==> src/rtl/mem_access_unit_if.sv <==
// mem_access_unit_if: datapath request side and single-port memory side of
// the memory access unit, bundled for one port on the unit.
// Optional feature macro: ACV_EN adds priv (1 = user mode) and acv.
//
// Handshake: while mem_en=1 the unit holds mem_we/mem_addr/mem_wdata stable.
// An access completes on the rising edge where mem_en=1 and mem_ready=1; the
// memory may stall by holding mem_ready=0. mem_ready with mem_en=0 means
// nothing. mem_rdata only has to be valid in the completing cycle of a read.
interface mem_access_unit_if;
  logic        start;
  logic [1:0]  op;
  logic [15:0] ea;
  logic [15:0] store_data;
  logic        busy;
  logic        done;
  logic        err;
  logic [15:0] load_data;
  logic        mem_en;
  logic        mem_we;
  logic [15:0] mem_addr;
  logic [15:0] mem_wdata;
  logic [15:0] mem_rdata;
  logic        mem_ready;
`ifdef ACV_EN
  logic        priv;
  logic        acv;

  // The unit itself.
  modport slave (
    input  start, op, ea, store_data, mem_rdata, mem_ready, priv,
    output busy, done, err, load_data, mem_en, mem_we, mem_addr, mem_wdata, acv
  );

  // The environment: datapath plus memory.
  modport master (
    output start, op, ea, store_data, mem_rdata, mem_ready, priv,
    input  busy, done, err, load_data, mem_en, mem_we, mem_addr, mem_wdata, acv
  );
`else
  // The unit itself.
  modport slave (
    input  start, op, ea, store_data, mem_rdata, mem_ready,
    output busy, done, err, load_data, mem_en, mem_we, mem_addr, mem_wdata
  );

  // The environment: datapath plus memory.
  modport master (
    output start, op, ea, store_data, mem_rdata, mem_ready,
    input  busy, done, err, load_data, mem_en, mem_we, mem_addr, mem_wdata
  );
`endif
endinterface

==> src/rtl/mem_access_unit.sv <==
// mem_access_unit: performs the data-memory transaction for LD/LDR/LDI/ST/
// STR/STI from a captured effective address. Indirect ops read a pointer
// first, then access the pointed-to word. MAR drives mem_addr and MDR drives
// mem_wdata and load_data directly, so all memory outputs are registered.
// Optional feature macro: ACV_EN (user-mode access control violation check).
module mem_access_unit #(
  parameter int WAIT_LIMIT = 255
) (
  input  logic             clk,
  input  logic             rst,
  mem_access_unit_if.slave bus,
  output logic [1:0]       dbgState
);

  localparam logic [1:0] IDLE = 2'd0;
  localparam logic [1:0] PTR  = 2'd1;
  localparam logic [1:0] ACC  = 2'd2;
  localparam logic [1:0] DONE = 2'd3;

  localparam logic [7:0] waitLim = 8'(WAIT_LIMIT);

  logic [1:0]  state;
  logic [15:0] mar;
  logic [15:0] mdr;
  logic        isStore;
  logic [7:0]  waitCnt;
  logic [7:0]  waitNext;
  logic        memEn;
  logic        memWe;
  logic        doneReg;
  logic        errReg;
  logic        timeout;
  logic        startViol;
  logic        ptrViol;

`ifdef ACV_EN
  logic privReg;
  logic acvReg;

  // User mode may only touch x3000..xFDFF.
  function automatic logic isViolation(input logic user, input logic [15:0] addr);
    return user && ((addr < 16'h3000) || (addr >= 16'hFE00));
  endfunction

  assign startViol = isViolation(bus.priv, bus.ea);
  assign ptrViol   = isViolation(privReg, bus.mem_rdata);
  assign bus.acv   = acvReg;
`else
  assign startViol = 1'b0;
  assign ptrViol   = 1'b0;
`endif

  // An access aborts on the stalled cycle that brings the count up to the limit.
  assign waitNext = waitCnt + 8'd1;
  assign timeout  = (waitLim != 8'd0) && !bus.mem_ready && (waitNext == waitLim);

  // Main sequencer: IDLE -> [PTR ->] ACC -> DONE -> IDLE, aborts go to DONE.
  always_ff @(posedge clk or posedge rst) begin
    if (rst) begin
      state   <= IDLE;
      mar     <= 16'h0000;
      mdr     <= 16'h0000;
      isStore <= 1'b0;
      waitCnt <= 8'd0;
      memEn   <= 1'b0;
      memWe   <= 1'b0;
      doneReg <= 1'b0;
      errReg  <= 1'b0;
`ifdef ACV_EN
      privReg <= 1'b0;
      acvReg  <= 1'b0;
`endif
    end else begin
      doneReg <= 1'b0;
      case (state)
        IDLE: begin
          if (bus.start) begin
            mar     <= bus.ea;
            mdr     <= bus.store_data;
            isStore <= bus.op[0];
            waitCnt <= 8'd0;
            errReg  <= 1'b0;
`ifdef ACV_EN
            privReg <= bus.priv;
            acvReg  <= startViol;
`endif
            if (startViol) begin
              state   <= DONE;
              doneReg <= 1'b1;
            end else begin
              state <= bus.op[1] ? PTR : ACC;
              memEn <= 1'b1;
              memWe <= !bus.op[1] && bus.op[0];
            end
          end
        end
        PTR: begin
          if (bus.mem_ready) begin
            waitCnt <= 8'd0;
            if (ptrViol) begin
              memEn   <= 1'b0;
              state   <= DONE;
              doneReg <= 1'b1;
`ifdef ACV_EN
              acvReg  <= 1'b1;
`endif
            end else begin
              // Back-to-back: mem_en stays high, address and we switch now.
              mar   <= bus.mem_rdata;
              memWe <= isStore;
              state <= ACC;
            end
          end else if (timeout) begin
            memEn   <= 1'b0;
            state   <= DONE;
            doneReg <= 1'b1;
            errReg  <= 1'b1;
          end else begin
            waitCnt <= waitNext;
          end
        end
        ACC: begin
          if (bus.mem_ready) begin
            memEn   <= 1'b0;
            memWe   <= 1'b0;
            state   <= DONE;
            doneReg <= 1'b1;
            if (!isStore) begin
              mdr <= bus.mem_rdata;
            end
          end else if (timeout) begin
            memEn   <= 1'b0;
            memWe   <= 1'b0;
            state   <= DONE;
            doneReg <= 1'b1;
            errReg  <= 1'b1;
          end else begin
            waitCnt <= waitNext;
          end
        end
        DONE: begin
          state <= IDLE;
        end
        default: begin
          state <= IDLE;
        end
      endcase
    end
  end

  assign bus.busy      = (state != IDLE);
  assign bus.done      = doneReg;
  assign bus.err       = errReg;
  assign bus.load_data = mdr;
  assign bus.mem_en    = memEn;
  assign bus.mem_we    = memWe;
  assign bus.mem_addr  = mar;
  assign bus.mem_wdata = mdr;
  assign dbgState      = state;

endmodule
==> src/flat_wrapper.sv <==
// flat-port wrapper written by rule: the top's interface ports become plain ports
module mem_access_unit_flat 
#(
  parameter int WAIT_LIMIT = 255
)
  (clk, rst, dbgState, bus_start, bus_op, bus_ea, bus_store_data, bus_mem_rdata, bus_mem_ready, bus_busy, bus_done, bus_err, bus_load_data, bus_mem_en, bus_mem_we, bus_mem_addr, bus_mem_wdata);
  mem_access_unit_if bus_i ();
  input  logic clk;
  input  logic rst;
  output logic [1:0] dbgState;
  input wire logic [$bits(bus_i.start)-1:0] bus_start;
  input wire logic [$bits(bus_i.op)-1:0] bus_op;
  input wire logic [$bits(bus_i.ea)-1:0] bus_ea;
  input wire logic [$bits(bus_i.store_data)-1:0] bus_store_data;
  input wire logic [$bits(bus_i.mem_rdata)-1:0] bus_mem_rdata;
  input wire logic [$bits(bus_i.mem_ready)-1:0] bus_mem_ready;
  output wire logic [$bits(bus_i.busy)-1:0] bus_busy;
  output wire logic [$bits(bus_i.done)-1:0] bus_done;
  output wire logic [$bits(bus_i.err)-1:0] bus_err;
  output wire logic [$bits(bus_i.load_data)-1:0] bus_load_data;
  output wire logic [$bits(bus_i.mem_en)-1:0] bus_mem_en;
  output wire logic [$bits(bus_i.mem_we)-1:0] bus_mem_we;
  output wire logic [$bits(bus_i.mem_addr)-1:0] bus_mem_addr;
  output wire logic [$bits(bus_i.mem_wdata)-1:0] bus_mem_wdata;
  assign bus_i.start = bus_start;
  assign bus_i.op = bus_op;
  assign bus_i.ea = bus_ea;
  assign bus_i.store_data = bus_store_data;
  assign bus_i.mem_rdata = bus_mem_rdata;
  assign bus_i.mem_ready = bus_mem_ready;
  assign bus_busy = bus_i.busy;
  assign bus_done = bus_i.done;
  assign bus_err = bus_i.err;
  assign bus_load_data = bus_i.load_data;
  assign bus_mem_en = bus_i.mem_en;
  assign bus_mem_we = bus_i.mem_we;
  assign bus_mem_addr = bus_i.mem_addr;
  assign bus_mem_wdata = bus_i.mem_wdata;
  mem_access_unit #(.WAIT_LIMIT(WAIT_LIMIT)) u_core (.clk(clk), .rst(rst), .bus(bus_i), .dbgState(dbgState));
endmodule
==> config.mk <==
export PLATFORM = sky130hd
export DESIGN_NAME = mem_access_unit_flat
export DESIGN_NICKNAME = d
export VERILOG_FILES = /design/src/rtl/mem_access_unit_if.sv /design/src/rtl/mem_access_unit.sv /design/src/flat_wrapper.sv
export SDC_FILE = /design/constraint.sdc
export NUM_CORES = 1
export LEC_CHECK = 0
export BUFFER_PORTS_ARGS = -buffer_cell sky130_fd_sc_hd__buf_2
export CAP_MARGIN = 20
export CORE_UTILIZATION = 43
export DETAILED_ROUTE_END_ITERATION = 16
export GPL_TIMING_DRIVEN = 0
export PLACE_DENSITY_LB_ADDON = 0.1
export SYNTH_ARGS = -nofsm -noshare
export SYNTH_HDL_FRONTEND = slang
export SYNTH_SLANG_ARGS = --single-unit
==> constraint.sdc <==
create_clock -name clk -period 1.82 [get_ports clk]
set_input_delay 0.364 -clock clk [delete_from_list [all_inputs] [get_ports clk]]
set_output_delay 0.364 -clock clk [all_outputs]
set_load 0.005 [all_outputs]
# Word-level counts from Yosys, hierarchy flattened
# Index checks and enable logic that the tools add are counted.
word_totals:
  regBits: 47
  input_bits: 54
  wordCells: 77
op_classes:
  add_sub_neg: 1
  n_eq_ne: 13
  mux: 36
  reduce_logical: 18
op_table:
  columns: ["operator", "count"]
  rows:
  - ["$mux W16", 5]
  - ["$pmux W16 S2", 2]
  - ["$mux W8", 4]
  - ["$pmux W8 S3", 1]
  - ["$mux W1", 14]
  - ["$ne A2 B2 Y1 const B", 7]
  - ["$reduce_and A4 Y1", 3]
  - ["$mux W2", 5]
  - ["$reduce_and A3 Y1", 3]
  - ["$add A8 B1 Y8 const B", 1]
  - ["$eq A8 B8 Y1 const B", 1]
  - ["$pmux W2 S4", 1]
  - ["$reduce_bool A2 Y1", 4]
  - ["$pmux W1 S3", 2]
  - ["$eq A2 B2 Y1 const B", 2]
  - ["$pmux W1 S2", 2]
  - ["$ne A3 B2 Y1 const B", 1]
  - ["$reduce_bool A3 Y1", 1]
  - ["$eq A2 B1 Y1 const B", 1]
  - ["$logic_and A1 B1 Y1", 2]
  - ["$logic_not A1 Y1", 2]
  - ["$logic_not A2 Y1", 1]
  - ["$ne A2 B1 Y1 const B", 1]
  - ["$reduce_and A2 Y1", 1]
  - ["$reduce_or A2 Y1", 1]

# Logic depth before layout (Yosys ltp)
# Gate-level depths: netlist of run 1.
logic_depth:
  depth_word: 6
  depth_mapped: 8
  ltp_nobuf: 6

# Worst setup path before layout of run 1
# Ideal clock, no wire load.
synth_path:
  path_kind: "flip-flop to flip-flop"
  startpoint: "reg u_core.state[0] (netlist: u_core.dbgState[0])"
  endpoint: "reg u_core.waitCnt[0]"
  setup_ns: 0.079
  arrival_ns: 1.894
  slack_ns: -0.154
  path_stages_with_launch: 9
  path_buffers: 2
  path_cell_list: "dfrtp_1 > inv_1 > ha_1 > nor2b_1 > buf_6 > or3_1 > buf_2 > a211oi_4 > a2bb2oi_1"
synth_via:
  elab_chain_cells: 3
  elab_cells_between_ends: 8
  classes_between: "eq/ne (4); mux (1); reduce/logical (3)"
synth_lines:
  columns: ["item", "line", "rtl"]
  rows:
  - ["start: declaration", "mem_access_unit.sv:22", "logic [1:0] state;"]
  - ["start signal: assignment", "mem_access_unit.sv:91", "state <= bus.op[1] ? PTR : ACC;"]
  - ["$eq A2 B2 Y1, or another cell as far along", "mem_access_unit.sv:75", "case (state)"]
  - ["$ne A2 B2 Y1 (no line) / $reduce_bool A3 Y1 (equally long branches)", null, null]
  - ["$reduce_and A3 Y1 (no line)", null, null]
  - ["end signal: assignment", "mem_access_unit.sv:119", "waitCnt <= waitNext;"]
  - ["end signal: assignment", "mem_access_unit.sv:138", "waitCnt <= waitNext;"]
  - ["end: declaration", "mem_access_unit.sv:26", "logic [7:0] waitCnt;"]
# Several ways; a longest one is shown, not always the timed one.
# A chain may end at the register's enable or synchronous reset.

# Final worst setup path of run 1
layout_path:
  startpoint: "reg u_core.state[1] (netlist: u_core.dbgState[1])"
  endpoint: "reg u_core.memWe (netlist: u_core.bus.mem_we)"
layout_via:
  elab_chain_cells: 3
  elab_cells_between_ends: 9
  classes_between: "eq/ne (5); mux (1); reduce/logical (3)"
layout_lines:
  columns: ["item", "line", "rtl"]
  rows:
  - ["$eq A2 B2 Y1, or another cell as far along", "mem_access_unit.sv:75", null]
  - ["$ne A3 B2 Y1 (no line), or another cell as far along", null, null]
  - ["$reduce_and A4 Y1 (no line)", null, null]
  - ["end signal: assignment", "mem_access_unit.sv:93", "memWe <= !bus.op[1] && bus.op[0];"]
  - ["end signal: assignment", "mem_access_unit.sv:110", "memWe <= isStore;"]
  - ["end: declaration", "mem_access_unit.sv:29", "logic memWe;"]
# Several ways; a longest one is shown, not always the timed one.

==> results of run 1 <==
==> worst max-delay path, stage by stage (launching register included) <==
cell	delay [ns]
dfrtp_2	0.44
inv_2	0.08
buf_6	0.13
ha_4	0.17
buf_4	0.20
and3_1	0.19
nor4_1	0.37
a211oi_1	0.13
==> registers in the layout, summed over array words and instances, names as in the netlist <==
register and count:
u_core.bus.mem_en 1, u_core.dbgState 2, u_core.bus.load_data 16, u_core.bus.mem_we 1, u_core.isStore 1, u_core.bus.mem_addr 16, u_core.bus.done 1, u_core.bus.err 1
u_core.waitCnt 8
==> layout make-up <==
class	count	area, um^2	area share, %
Timing Repair Buffer	139	865	22.0
Buffer	27	235	5.99
Clock buffer	6	82.6	2.10
Multi-Input combinational cell	183	1400	35.7
Tap cell	75	93.8	2.39
Sequential cell	47	1180	30.0
Inverter	8	36.3	0.923
Clock inverter	2	35.0	0.891
==> metal layers <==
layer | global-route usage (%) | vias up
li1 | - | 1208
met2 | 40.8 | 70
met4 | 7.50 | 0
met5 | 0 | -
met1 | 29.5 | 1191
met3 | 4.91 | 10
==> worst max path at each step <==
| stage | startpoint | to |
|---|---|---|
| floorplan | u_core.dbgState[0] | u_core.waitCnt[0] |
| CTS | u_core.dbgState[1] | u_core.waitCnt[2] |
| finish | u_core.dbgState[1] | u_core.bus.mem_we |
| global placement | u_core.dbgState[0] | u_core.bus.load_data[4] |
| global route | u_core.dbgState[0] | u_core.waitCnt[2] |
| detailed placement | u_core.dbgState[0] | u_core.bus.load_data[15] |
==> metrics by stage <==
stage	cell area (um^2)	cells	hold WS (ns)
floorplan	2640	268	0.485
global placement	3270	450	0.503
detailed placement	3290	451	0.330
CTS	3660	472	0.302
global route	3930	487	0.327
finish	3930	487	0.308
==> timing repair <==
action                     in CTS  in global routing
cloned                          1                  2
hold endpoints to repair        5                  0
hold buffers                    1                  0
buffers inserted               12                 15
pin swaps                       8                 10
resized for setup              34                 36
setup endpoints to repair      40                 43
==> report_power, final <==
part           internal, mW  switching [mW]  leakage (nW)
clock                 0.445           0.365        0.0612
combinational          2.57            2.28          1.25
sequential             1.51           0.324         0.548
==> placed cells by master, fill, tap and decap left out, types with 4 or more instances in the layout <==
master / synthesis / final
nor2_2: 0 / 5
a21oi_1: 36 / 32
mux2i_1: 35 / 35
buf_2: 7 / 109
nand2_1: 7 / 7
inv_1: 8 / 4
buf_8: 0 / 5
a21oi_2: 0 / 4
buf_6: 1 / 7
nor2_1: 41 / 36
dfrtp_1: 47 / 45
buf_4: 16 / 40
clkbuf_8: 0 / 6
o21ai_0: 4 / 4
a22o_1: 4 / 4
==> cells by family after synthesis <==
kind of cell / Yosys count
and+or+nand+nor: 75
AOI/OAI and AO/OA: 64
DFF: 47
buffers and inverters: 38
muxes: 36
adders and majority gates: 6
xor gates and xnor gates: 2
==> metrics.txt, run 1 <==
status=complete, but fails checks; failing checks=setup timing; min cycle time layout=1.85 ns; DP Worst Slack=-0.588 ns; Post-Synthesis Cell Area=2610 um^2; fin crit share=101%; Post-Syn Area per Cell=9.74 um^2; first-pass GRT wire length=11500 um; H-tree depth=2; TNS Setup=-0.0362 ns; Congestion Overflow GR=0; FILL cells=481; CP Class=reg2reg; worst reg2reg path depth=7; mux contribution to synthesized area=13.8%; reg2reg end=u_core.bus.mem_we; met3 WL=350 um; final hold vios=0; top sig layer=met4; register area share after synthesis=45.0%; post-detail-place hpwl=4980 um; IO Pins=roughly 110; leakage power=roughly 1.9 nW; Worst-Margin Slew=around 0.4 ns; kind of end point of the critical path=register; cell with the most instances after synthesis=dfrtp_1; Initial Util=44.4%; Worst EP required=1.99 ns; Layout Utilization=66.8%; Die Area=6390 um^2; worst clock skew=0.00320 ns; PortBufs=107; syn_nets=approximately 330; Final Max Tran Viols=0; vias in the first global route=2351; Synth Register Bits=47; Routed Antenna Nets=0; min setup slack post-route=-0.0262 ns; adder-cell share of the synthesized area=between 2 and 3%; reg-to-reg startpoint=u_core.dbgState[1]; wire per inst=15.3 um; Async SR Flop Fraction=100%; Synthesis Warnings=0; distinct cell type count after synthesis=46; largest family of logic cells by synthesized area=compound AO/OA/AOI/OAI gates; DRC=0; Die Y=~80 um; largest net degree at the start of global routing=37; CTS Buf Count=5; Clock Sinks=between 40 and 50; antenna cells=0; complex-gate fraction of the synthesized area=15.5%; Synth Area in Simple Gates=a little over an eighth; max-cap violations=0; 1st-iter DRT viols=59; Area Overhead vs Synth=50.5%; row count=28; drt first pass iters=6; Total Power=7.49 mW; initial antenna violation count=0; R2R Setup Slk=-0.03 ns; Setup crit start kind=register; CTS tree=yes; Core Area=about 6000 um^2; gpl congestion=around 0.83; end of the worst hold path=u_core.isStore; final net count=between 400 and 500; final WL=between 7000 and 8000 um; routed via count=~2500; Most used DFF post-synth=dfrtp_1; hold path depth=2; total track usage=about a quarter; met2 wire length=approximately 3800 um; worst-skew pair later-pin latency=around 0.3 ns; Yosys top cell by area=dfrtp_1; die width=between 70 and 80 um; VDD IR max=1.05 mV; Post-synth EDFFs=0; DR vias/cell=about 5; Max FO, Critical Path=10; layout cells sized above 1=51.0%; Commonest cells post-synth=dfrtp_1 (47), nor2_1 (41), a21oi_1 (36); Post-Synthesis Cells=268; min-delay src=bus_op[0]; CTS Root Cell=clkbuf_8; ranking of synthesized cells by area=dfrtp_1 (45%), mux2i_1 (13%), a21oi_1 (6.9%); unrepaired setup endpoints after global routing=true; post-synth top area share=45.0%; crit path DAT=around 2.0 ns; Synth Area in XOR/XNOR=0.958%; Slew headroom=72.3%; pwr dens=1910 nW/um^2; metal1 wirelength=3140 um; Worst Hold Class=in2reg; final setup fails=2; Worst-path clk slew=0.09 ns; Fmax=542 MHz; Clock Path Buffers=2
No activity file was read; power rests on OpenSTA's default activity.
==> inputs of run 2 (changes only) <==
REMOVE_ABC_BUFFERS = 1   (was unset)
==> metrics.txt, run 2 (same netlist as run 1, synthesis figures left out) <==
failing checks=setup timing (unchanged); CTS tree=yes (unchanged); clock share of power=9.4% (was 10.8%); wire per inst=15.8 um (was 15.3 um); IO Pins=109 (unchanged); Total Power=7.00 mW (was 7.49 mW); Congestion Overflow GR=0 (unchanged); CTS Buf Count=5 (unchanged); Die Y=79.9 um (unchanged); Hold Slack=0.0449 ns (was 0.308 ns); row count=28 (unchanged); layout cells sized above 1=50.3% (was 51.0%); 1st-iter DRT viols=109 (was 59); min cycle time layout=1.87 ns (was 1.85 ns); placed cell count=426 (was 451); Worst Hold Class=in2async (was in2reg); unrepaired setup endpoints after global routing=true (unchanged); Worst-path clk slew=0.09 ns (about the same); Final Max Tran Viols=0 (unchanged); Max FO, Critical Path=8 (was 10); FILL cells=496 (was 481); post-route insts no fill=461 (was 487); worst-skew pair later-pin latency=0.30 ns (about the same); Layout Utilization=63.8% (was 66.8%); routed via count=2414 (was 2479); crit-path most repeated cell=buf_4; Area Overhead vs Synth=43.7% (was 50.5%); H-tree depth=2 (unchanged); crit-path leading delay family=compound AO/OA/AOI/OAI gates (was simple AND/OR/NAND/NOR gates); post-detail-place hpwl=4640 um (was 4980 um); worst clock skew=0.00669 ns (was 0.00320 ns); TNS Setup=-0.243 ns (was -0.0362 ns); worst path cell trace=buf_6 > ha_4 > nor2b_4 > buf_4 > o21ai_4 > a211oi_4 > buf_4 > a22o_1 (was inv_2 > buf_6 > ha_4 > buf_4 > and3_1 > nor4_1 > a211oi_1); Slew headroom=72.6% (was 72.3%); status=complete, but fails checks (unchanged); post-route cell area=3750 um^2 (was 3930 um^2); max-cap violations=0 (unchanged); Core Area=5890 um^2 (unchanged); total track usage=22.4% (was 23.7%); Clock Sinks=47 (unchanged); CTS Root Cell=clkbuf_8 (unchanged); fin crit share=103% (was 101%); drt first pass iters=5 (was 6); min setup slack post-route=-0.0527 ns (was -0.0262 ns); PortBufs=108 (was 107); R2R Setup Slk=-0.05 ns (was -0.03 ns); delay of the slowest critical-path stage=0.45 ns (was 0.44 ns); Fmax=534 MHz (was 542 MHz); final net count=445 (was 471); Initial Util=44.4% (unchanged); most frequent cells in the layout=buf_2 (108), dfrtp_1 (45), mux2i_1 (35) (was buf_2 (109), dfrtp_1 (45), buf_4 (40)); die width=79.9 um (unchanged); CP Class=reg2reg (unchanged); Clock Path Buffers=2 (unchanged); final setup fails=10 (was 2); initial antenna violation count=0 (unchanged); Setup crit start kind=register (unchanged); Internal Power=4.04 mW (was 4.52 mW); sequential cell fraction of total power=26.8% (was 24.5%); DP Worst Slack=-0.913 ns (was -0.588 ns); crit path buf inv count=3 (unchanged); Routed Antenna Nets=0 (unchanged); Cell Area, Placed=3180 um^2 (was 3290 um^2); DRC=0 (unchanged); leakage power=1.71 nW (was 1.86 nW); Worst EP required=2.01 ns (was 1.99 ns); Die Area=6390 um^2 (unchanged); Worst-Margin Slew=0.411 ns (about the same); worst reg2reg path depth=8 (was 7); Switching Share=42.3% (was 39.7%); commonest non-fill, non-tap cell in the layout=buf_2 (unchanged); DR vias/cell=5.24 (was 5.09); reg2reg end=u_core.waitCnt[2] (was u_core.bus.mem_we); antenna cells=0 (unchanged); final WL=7270 um (was 7430 um); pwr dens=1870 nW/um^2 (was 1910 nW/um^2); Combinational Power Share=63.8% (was 64.7%); Slowest cell on crit path=dfrtp_2 (unchanged); CTS hold repair buffers=0 (was 1); final hold vios=0 (unchanged); NetSw=2.96 mW (was 2.97 mW); vias in the first global route=2236 (was 2351); largest net degree at the start of global routing=31 (was 37); reg-to-reg startpoint=u_core.dbgState[0] (was u_core.dbgState[1]); kind of end point of the critical path=register (unchanged); crit path DAT=2.06 ns (was 2.01 ns); first-pass GRT wire length=10900 um (was 11500 um); gpl congestion=0.779 (was 0.831); VDD IR max=0.898 mV (was 1.05 mV)
run 2: cell types whose count changed in the layout (fill, tap and decap cells not counted), sizes merged:
cell         before  now
clkinv            1    0
buf             163  140
dlygate4sd3       1    0
bufinv            1    0
inv               7    9
clkbuf            8    6
run 2: power by group through the flow:
stage	combinational [mW]	sequential (mW)	clock, mW
4_1_cts	4.04	1.81	0.674
2_1_floorplan	1.78	1.86	0
3_3_place_gp	2.84	1.79	0
6_report	4.47	1.87	0.661
3_5_place_dp	3.29	1.80	0
5_1_grt	4.83	1.94	0.715
run 2: final cells by class:
class	count	area [um^2]	share of cell area (%)
Clock inverter	2	16.3	0.433
Timing Repair Buffer	140	892	23.8
Sequential cell	47	1180	31.4
Multi-Input combinational cell	183	1470	39.0
Clock buffer	6	72.6	1.93
Inverter	8	35.0	0.933
Tap cell	75	93.8	2.50
run 2: repair_timing:
item,in CTS,in global routing
setup endpoints to repair,46,37
buffers inserted,17,11
pin swaps,7,11
resized for setup,24,42
cloned,2,0
run 2: worst max-delay path by stage:
stage / start / endpoint / slack (ns) / cells past startpoint
global route: u_core.dbgState[0] / u_core.bus.mem_addr[8] / -0.10 / 10
global placement: u_core.dbgState[0] / u_core.bus.load_data[10] / -3.14 / 5
CTS: u_core.dbgState[1] / u_core.waitCnt[2] / 0.002 / 5
finish: u_core.dbgState[0] / u_core.waitCnt[2] / -0.05 / 8
floorplan: u_core.dbgState[0] / u_core.bus.load_data[0] / -1.76 / 5
detailed placement: u_core.dbgState[1] / u_core.waitCnt[0] / -0.91 / 7
run 2: metal layers:
| metal | track usage [%] | up-vias | wire length [um] |
|---|---|---|---|
| met5 | 0 | - | 0 |
| met4 | 6.79 | 0 | 112 |
| met3 | 4.69 | 8 | 349 |
| met2 | 36.7 | 87 | 3580 |
| met1 | 29.6 | 1155 | 3220 |
| li1 | - | 1164 | - |
==> inputs of run 3 (changes only) <==
PLACE_DENSITY_LB_ADDON = 0.05   (was 0.1)
==> metrics.txt, run 3 (same netlist as run 1, synthesis figures left out) <==
Core Area=5890 um^2 (unchanged); Layout Utilization=62.6% (was 63.8%); post-route cell area=3690 um^2 (was 3750 um^2); Die Y=79.9 um (unchanged); Worst EP required=1.97 ns (was 2.01 ns); CTS Buf Count=5 (unchanged); IO Pins=109 (unchanged); pwr dens=1860 nW/um^2 (was 1870 nW/um^2); Fmax=506 MHz (was 534 MHz); crit-path leading delay family=compound AO/OA/AOI/OAI gates (unchanged); Clock Sinks=47 (unchanged); layout cells sized above 1=45.3% (was 50.3%); commonest non-fill, non-tap cell in the layout=buf_2 (unchanged); VDD IR max=0.962 mV (was 0.898 mV); status=complete, but fails checks (unchanged); DRC=0 (unchanged); Worst Hold Class=in2reg (was in2async); final net count=442 (was 445); initial antenna violation count=0 (unchanged); Cell Area, Placed=3190 um^2 (was 3180 um^2); Area Overhead vs Synth=41.2% (was 43.7%); leakage power=1.71 nW (about the same); max-cap violations=0 (unchanged); 1st-iter DRT viols=112 (was 109); Max FO, Critical Path=9 (was 8); drt first pass iters=4 (was 5); DP Worst Slack=-0.922 ns (was -0.913 ns); post-detail-place hpwl=4760 um (was 4640 um); Slew headroom=53.7% (was 72.6%); die width=79.9 um (unchanged); worst path cell trace=inv_2 > ha_4 > buf_4 > inv_1 > a2111oi_1 > a211oi_2 (was buf_6 > ha_4 > nor2b_4 > buf_4 > o21ai_4 > a211oi_4 > buf_4 > a22o_1); Hold Slack=0.315 ns (was 0.0449 ns); Setup crit start kind=register (unchanged); final WL=7170 um (was 7270 um); final hold vios=0 (unchanged); crit path buf inv count=3 (unchanged); PortBufs=108 (unchanged); fin crit share=109% (was 103%); worst clock skew=0.00413 ns (was 0.00669 ns); CTS tree=yes (unchanged); CTS Root Cell=clkbuf_8 (unchanged); min cycle time layout=1.98 ns (was 1.87 ns); CP Class=reg2reg (unchanged); Initial Util=44.4% (unchanged); Die Area=6390 um^2 (unchanged); Clock Path Buffers=2 (unchanged); row count=28 (unchanged); Routed Antenna Nets=0 (unchanged); gpl congestion=0.767 (was 0.779); final setup fails=5 (was 10); routed via count=2399 (was 2414); Slowest cell on crit path=a2111oi_1 (was dfrtp_2); wire per inst=15.7 um (was 15.8 um); min setup slack post-route=-0.155 ns (was -0.0527 ns); crit path DAT=2.13 ns (was 2.06 ns); delay of the slowest critical-path stage=0.63 ns (was 0.45 ns); first-pass GRT wire length=10600 um (was 10900 um); antenna cells=0 (unchanged); kind of end point of the critical path=register (unchanged); vias in the first global route=2138 (was 2236); Congestion Overflow GR=0 (unchanged); H-tree depth=2 (unchanged); failing checks=setup timing (unchanged); total track usage=21.7% (was 22.4%); worst-skew pair later-pin latency=0.30 ns (about the same); Total Power=6.85 mW (was 7.00 mW); Worst-Margin Slew=0.693 ns (was 0.411 ns); largest net degree at the start of global routing=40 (was 31); most frequent cells in the layout=buf_2 (109), dfrtp_1 (46), nor2_1 (39) (was buf_2 (108), dfrtp_1 (45), mux2i_1 (35)); Worst-path clk slew=0.09 ns (about the same); Final Max Tran Viols=0 (unchanged); unrepaired setup endpoints after global routing=true (unchanged); DR vias/cell=5.25 (was 5.24)
[run 3: final timing paths]
kind,start,endpoint,slack [ns],cells past startpoint
worst max-delay path,u_core.dbgState[0],u_core.bus.mem_we,-0.16,6
worst min-delay path,bus_op[0],u_core.isStore,0.32,2
worst max register to register,u_core.dbgState[0],u_core.bus.mem_we,-0.16,6
worst min register to register,u_core.isStore,u_core.isStore,0.52,1
max in group asynchronous,rst,u_core.waitCnt[4],0.83,4
min in group asynchronous,rst,u_core.dbgState[1],0.52,3
[run 3: routing by layer]
| metal | share of wire, % | up-vias | wire (um) | track usage [%] |
|---|---|---|---|---|
| met2 | 49 | 94 | 3490 | 33.5 |
| met1 | 44 | 1136 | 3130 | 28.9 |
| li1 | - | 1159 | - | - |
| met3 | 5.8 | 10 | 416 | 5.94 |
| met4 | 1.7 | 0 | 124 | 7.86 |
| met5 | 0 | - | 0 | 0 |
[run 3: layout make-up]
type / count / area (um^2)
repair buffers: 137 / 881
flip-flops and latches: 47 / 1180
clock inverters: 2 / 37.5
clock buffers: 5 / 68.8
well taps: 75 / 93.8
multi-input cells: 183 / 1400
fillers: 526 / 2200
inverters: 8 / 30.0
[run 3: timing repair]
| item | CTS | global route |
|---|---|---|
| endpoints found under the hold margin | 8 | 0 |
| buffers inserted | 9 | 12 |
| pin swaps | 7 | 10 |
| hold buffers | 1 | 0 |
| gates resized for setup | 20 | 21 |
| gates cloned | 0 | 3 |
| setup endpoints to repair | 46 | 37 |
[run 3: power by group]
group          internal, mW  switching (mW)  total (mW)
clock                 0.402           0.356       0.757
sequential             1.51           0.287        1.80
combinational          2.16            2.14        4.30
total                  4.07            2.79        6.85
[run 3: through the flow]
stage	TNS [ns]	std cells
final	-0.304	457
after global routing	-0.612	457
after CTS	-0.119	443
after detailed placement	-27.50	426
after global placement	-108.35	421
after floorplan	-47.84	238
